==> src/rtl/fifo_rd_sched.sv <==
// fifo_rd_sched: read-domain pop scheduler for the async FIFO.
// Pops are spaced so the registered Gray read pointer and empty flag have
// settled before the next pop decision. An optional inter-pop gap is added
// for slow consumers. Popped words sit in a 2-entry output buffer.
// Optional feature macro: RD_SCHED_CNT_EN (delivered-word counter on o_word_cnt).
module fifo_rd_sched #(
  parameter int DATA_WIDTH = 8,
  parameter int GAP_W      = 4
) (
  input  logic                  i_r_clk,
  input  logic                  i_rst_n,
  input  logic                  i_en,
  input  logic [GAP_W-1:0]      i_gap,
  input  logic                  i_r_empty,
  input  logic [DATA_WIDTH-1:0] i_rd_data,
  output logic                  o_r_inc,
  output logic                  o_valid,
  output logic [DATA_WIDTH-1:0] o_data,
  input  logic                  i_ready,
  output logic                  o_busy,
  output logic [15:0]           o_word_cnt
);

  typedef enum logic [1:0] {IDLE, SETTLE, GAP} state_t;

  state_t                state;
  logic [GAP_W-1:0]      gap_cnt;
  logic [DATA_WIDTH-1:0] obuf [2];
  logic                  wr_ptr;
  logic                  rd_ptr;
  logic [1:0]            buf_cnt;
  logic                  pop;
  logic                  take;

  // Pop decision uses the registered count only: a same-cycle take does not
  // free a slot for this pop.
  assign pop     = (state == IDLE) & i_en & ~i_r_empty & ~buf_cnt[1];
  assign take    = o_valid & i_ready;
  assign o_r_inc = pop;
  assign o_valid = (buf_cnt != 2'd0);
  assign o_data  = obuf[rd_ptr];
  assign o_busy  = (state != IDLE) | o_valid;

  // Scheduler FSM: IDLE -> SETTLE (one cycle for the Gray pointer/empty flag)
  // -> optional GAP of i_gap cycles, captured at the pop edge.
  always_ff @(posedge i_r_clk or negedge i_rst_n) begin
    if (!i_rst_n) begin
      state   <= IDLE;
      gap_cnt <= '0;
    end else begin
      case (state)
        IDLE: begin
          if (pop) begin
            state   <= SETTLE;
            gap_cnt <= i_gap;
          end
        end
        SETTLE: begin
          state <= (gap_cnt != '0) ? GAP : IDLE;
        end
        GAP: begin
          if (gap_cnt == GAP_W'(1)) state <= IDLE;
          gap_cnt <= gap_cnt - GAP_W'(1);
        end
        default: begin
          state   <= IDLE;
          gap_cnt <= '0;
        end
      endcase
    end
  end

  // Output buffer: 2-entry ring; push on pop, drain on consumer take.
  always_ff @(posedge i_r_clk or negedge i_rst_n) begin
    if (!i_rst_n) begin
      obuf[0] <= '0;
      obuf[1] <= '0;
      wr_ptr  <= 1'b0;
      rd_ptr  <= 1'b0;
      buf_cnt <= 2'd0;
    end else begin
      if (pop) begin
        obuf[wr_ptr] <= i_rd_data;
        wr_ptr       <= ~wr_ptr;
      end
      if (take) rd_ptr <= ~rd_ptr;
      case ({pop, take})
        2'b10:   buf_cnt <= buf_cnt + 2'd1;
        2'b01:   buf_cnt <= buf_cnt - 2'd1;
        default: buf_cnt <= buf_cnt;
      endcase
    end
  end

`ifdef RD_SCHED_CNT_EN
  logic [15:0] word_cnt;

  // Delivered-word counter, wraps modulo 2^16.
  always_ff @(posedge i_r_clk or negedge i_rst_n) begin
    if (!i_rst_n) word_cnt <= 16'h0000;
    else if (take) word_cnt <= word_cnt + 16'd1;
  end

  assign o_word_cnt = word_cnt;
`else
  assign o_word_cnt = 16'h0000;
`endif

endmodule

==> config.mk <==
export PLATFORM = sky130hd
export DESIGN_NAME = fifo_rd_sched
export DESIGN_NICKNAME = d
export VERILOG_FILES = /design/src/rtl/fifo_rd_sched.sv
export SDC_FILE = /design/constraint.sdc
export NUM_CORES = 1
export LEC_CHECK = 0
export CORE_MARGIN = 5
export CORE_UTILIZATION = 50
export CTS_CLUSTER_DIAMETER = 120
export DETAILED_ROUTE_END_ITERATION = 10
export DONT_BUFFER_PORTS = 1
export GPL_TIMING_DRIVEN = 1
export SYNTH_ARGS = -nofsm -noshare
export SYNTH_HDL_FRONTEND = slang
export SYNTH_SLANG_ARGS = --single-unit
==> constraint.sdc <==
create_clock -name i_r_clk -period 2.8 [get_ports i_r_clk]
set_clock_uncertainty 0.15 [all_clocks]
set_input_delay 0.42 -clock i_r_clk [delete_from_list [all_inputs] [get_ports i_r_clk]]
set_output_delay 0.42 -clock i_r_clk [all_outputs]
set_load 0.05 [all_outputs]
# After elaboration in Yosys (flattened, before gate mapping)
# Cells that the tools add are included.
[classes] add_sub_neg=3 mul=0 n_div=0 n_lt_le_gt_ge=3 n_eq_ne=7 shifts=0 n_mux=13 n_bitwise=12 reduce_logical=8
[op_table] operator="2-to-1 mux 8 bit" count=4
[op_table] operator="bitwise mux 16 bit" count=1
[op_table] operator="one-hot mux 4 bit (3 select lines)" count=1
[op_table] operator="demux 8 bit (select 1 bit)" count=1
[op_table] operator="2-to-1 mux 2 bit" count=3
[op_table] operator="one-hot mux 2 bit (3 select lines)" count=1
[op_table] operator="nonzero test 2 bit" count=3
[op_table] operator="inverter 1 bit" count=5
[op_table] operator="bitwise AND 1 bit" count=4
[op_table] operator="== test 2 x 1 -> 1 bit, second input constant" count=2
[op_table] operator="== test 2 bit, second input constant" count=2
[op_table] operator="== test 4 x 1 -> 1 bit, second input constant" count=1
[op_table] operator="greater-or-equal comparator 2 bit, second input constant" count=2
[op_table] operator="2-to-1 mux 4 bit" count=1
[op_table] operator="!= test 2 bit, second input constant" count=2
[op_table] operator="inverter 1 -> 2 bit" count=2
[op_table] operator="one-hot mux 2 bit (2 select lines)" count=1
[op_table] operator="AND reduction 2 bit" count=2
[op_table] operator="nonzero test 4 bit" count=1
[op_table] operator="subtractor 4 x 1 -> 4 bit, second input constant" count=1
[op_table] operator="adder 2 x 1 -> 2 bit, second input constant" count=1
[op_table] operator="logical NOT 2 bit" count=1
[op_table] operator="less-than comparator 2 x 1 -> 1 bit, second input constant" count=1
[op_table] operator="subtractor 2 x 1 -> 2 bit, second input constant" count=1
[op_table] operator="other kinds (2)" count=2
[totals] ff_bits=26 latch_bits=0 mem_bits_rw=0 romBits=0 inputBits=17 output_inout_bits=27 word_cells=53 mem_count=0

# Logic depth before layout (Yosys ltp)
[logic_depth] ltp_word=6 mapped_depth=7 depth_no_buf=6

# Least setup slack after synthesis
# OpenSTA, ideal clock, no wires.
[synth_path] kind="register to output" from="register buf_cnt[1]" to="output o_busy" t_arrival_ns=1.413 path_slack_ns=0.817 stages_incl_launch_ff=3 path_buffers=0 cell_sequence="dfrtp_1 -> or2_2 -> or3_1"
[synth_via] elab_chain_cells=2
[synth_rtl] element="start: declaration" line_no="31" text="logic [1:0] buf_cnt;"
[synth_rtl] element="start signal: assignment" line_no="88" text="2'b10: buf_cnt <= buf_cnt + 2'd1;"
[synth_rtl] element="start signal: assignment" line_no="89" text="2'b01: buf_cnt <= buf_cnt - 2'd1;"
[synth_rtl] element="start signal: assignment" line_no="90" text="default: buf_cnt <= buf_cnt;"
[synth_rtl] element="nonzero test 2 bit" line_no="40" text="assign o_valid = (buf_cnt != 2'd0);"
[synth_rtl] element="named net o_valid" line_no="17" text="output logic o_valid,"
[synth_rtl] element="bitwise OR 1 bit" line_no="42" text="assign o_busy = (state != IDLE) | o_valid;"
[synth_rtl] element="end: declaration" line_no="20" text="output logic o_busy,"
# The timed path passes the listed nets, and every way through them passes these cells.

# Worst setup path in the final report
# Ends and elaborated chain as after synthesis.

==> flow_metrics.tcl <==
set metrics [dict create \
    wirelength_um 2360 \
    setup_slack_ns 0.431 \
    portBuffers 0 \
    layout_commonest_cell "dfrtp_1" \
    die_x_um 63.3 \
    core_sq_um 2730 \
    die_height_um 63.3 \
    peakVddDrop_v 0.000973 \
    ys_seq_area_share_pct 45.8 \
    drc 0 \
    utilization_pct 52.7 \
    hold_path_class "input pin to flip-flop" \
    drive_gt1_share_pct 31.7 \
    min_period_over_period_pct 84.6 \
    pre_cts_ws_ns 0.781 \
    drt_pre_antenna_iters 4 \
    synth_top_area_cell "dfrtp_1" \
    fmax_mhz 422 \
    ios 44 \
    syn_area_per_cell_sq_um 12.0 \
    hpwl_um 1730 \
    cts_root_buffer "clkbuf_4" \
    grt_max_degree 27 \
    area_delta_synth_final_pct 1.50 \
    dieArea_sq_um 4010 \
    grt_pass1_wl_um 4080 \
    cp_data_required_time_ns 2.23 \
    p_leak_uw 0.000715 \
    syn_area_sq_um 1420 \
    clkTransAtPathRegs_ns 0.13 \
    nets 141 \
    fin_crit_ns 2.37 \
    critPathKind "flip-flop to output pin" \
    hold_buffers 2 \
    cts-buffers-inserted 3 \
    hold_viol_final 0 \
    routed_via_density 5.26 \
    cp-start-kind "flip-flop" \
    drt-initial-drc-count 30 \
    start_util_pct 51.9 \
    post_cts_resized 0 \
    cts_tree "built" \
    overflow 0 \
    antenna_cells 0 \
    grt_pass1_vias 840 \
    clk_path_buf_depth 2 \
    antenna_found_initial 0 \
    cts-htree-levels 1 \
    netlist_instances 118 \
    gp_congestion 0.763 \
    clk_latency_ns 0.32 \
    whs_ns 0.0731 \
    maxCapViolCount 0 \
    path_max_fanout 3 \
    layout_common_cells "dfrtp_1 (26), mux2_2 (17), conb_1 (16)" \
    rsz0062_at_grt "false" \
    grt_util_all_layers_pct 12.7 \
    fin_setup_tns_ns 0 \
    crit_path_end_kind "output pin" \
    ys_warn_count 0 \
    rows 19 \
    ys_top_cells_by_area "dfrtp_1 (46%), mux2_2 (13%), buf_4 (8.5%), mux2_4 (8.5%), ha_1 (2.6%)" \
    p_total_uw 1920 \
    yosys.area.top_type_share_pct 45.8 \
    outcome "finished clean" \
    ant_nets 0 \
    ys_types 30 \
    cts.sinks 26 \
    p_per_area_nw_per_um2 1330 \
    arrival_ns 1.80 \
    wl_per_cell_um 15.6 \
    vias 795 \
    ys_ff_latch 26 \
    cts_post_setup_buffers_inserted 0 \
    setup_viol_count_final 0 \
    slew_violations 0 \
]
==> cell families after synthesis <==
logic type | count (synthesis) | synth area share [%]
AOI/OAI and AO/OA | 8 | 3.88
xor gates and xnor gates | 6 | 3.70
adders and majority gates | 3 | 2.64
buffers and inverters | 26 | 11.9
DFF | 26 | 45.8
muxes | 25 | 21.9
other | 1 | 0.264
and+or+nand+nor | 23 | 9.87
==> synth_stat cells <==
library cell / n
xor2_1: 3
or2_2: 2
dfrtp_1: 26
a21oi_1: 3
or3_1: 1
nand3_1: 1
nand2b_4: 1
clkbuf_1: 1
nor3b_4: 1
nor2_2: 1
nand2_4: 1
o21ai_0: 1
mux2_2: 17
conb_1: 1
mux2_4: 8
a311oi_1: 1
nor2b_1: 1
buf_4: 16
nor2_1: 3
ha_1: 3
xnor2_1: 3
nor3_1: 2
inv_1: 6
nand2_1: 7
buf_2: 1
a32oi_1: 3
nand2_2: 1
buf_6: 1
inv_4: 1
and2_1: 1
==> worst max-delay path, cell delays in order, from the launching register on <==
cell and delay (ns):
dfrtp_1 0.45, or2_2 0.45, or3_1 0.58
==> power breakdown <==
group	total, uW	internal, uW	switching, uW
logic	1020	367	649
clock network	188	79.5	109
registers	712	556	156
==> sequential cells by signal, summed over array words and instances (netlist names) <==
register	count
obuf	16
gap_cnt	4
buf_cnt	2
state	2
rd_ptr	1
wr_ptr	1
==> through the flow <==
stage          area, sq um  cells
2_1_floorplan         1480    133
3_3_place_gp          1380    145
3_5_place_dp          1380    145
4_1_cts               1440    151
5_1_grt               1440    151
6_report              1440    151
==> layer usage <==
layer | part of all wire, % | up-vias | track usage [%]
met5 | 0 | - | 0
met3 | 9.2 | 2 | 5.51
met1 | 44 | 386 | 16.9
met2 | 46 | 38 | 18.6
met4 | 0.72 | 0 | 3.64
li1 | - | 369 | -
==> cell type report <==
cell class | instances | area (sq um)
clock buffers | 4 | 36.3
fillers | 230 | 1290
inverters | 7 | 28.8
multi-input cells | 81 | 657
flip-flops and latches | 26 | 651
well taps | 31 | 38.8
repair buffers | 2 | 30.0
==> worst paths after layout <==
kind,from,end,slack (ns),depth (start not counted)
setup / recovery,buf_cnt[1],o_busy,0.43,2
hold / removal,i_gap[3],gap_cnt[3],0.07,2
setup reg to reg,buf_cnt[1],buf_cnt[1],0.84,5
hold reg to reg,obuf[2],obuf[2],0.37,1
max in group asynchronous,i_rst_n,gap_cnt[3],1.99,2
min in group asynchronous,i_rst_n,obuf[14],0.35,2
Note: power is estimated with default switching activity, not from simulation.
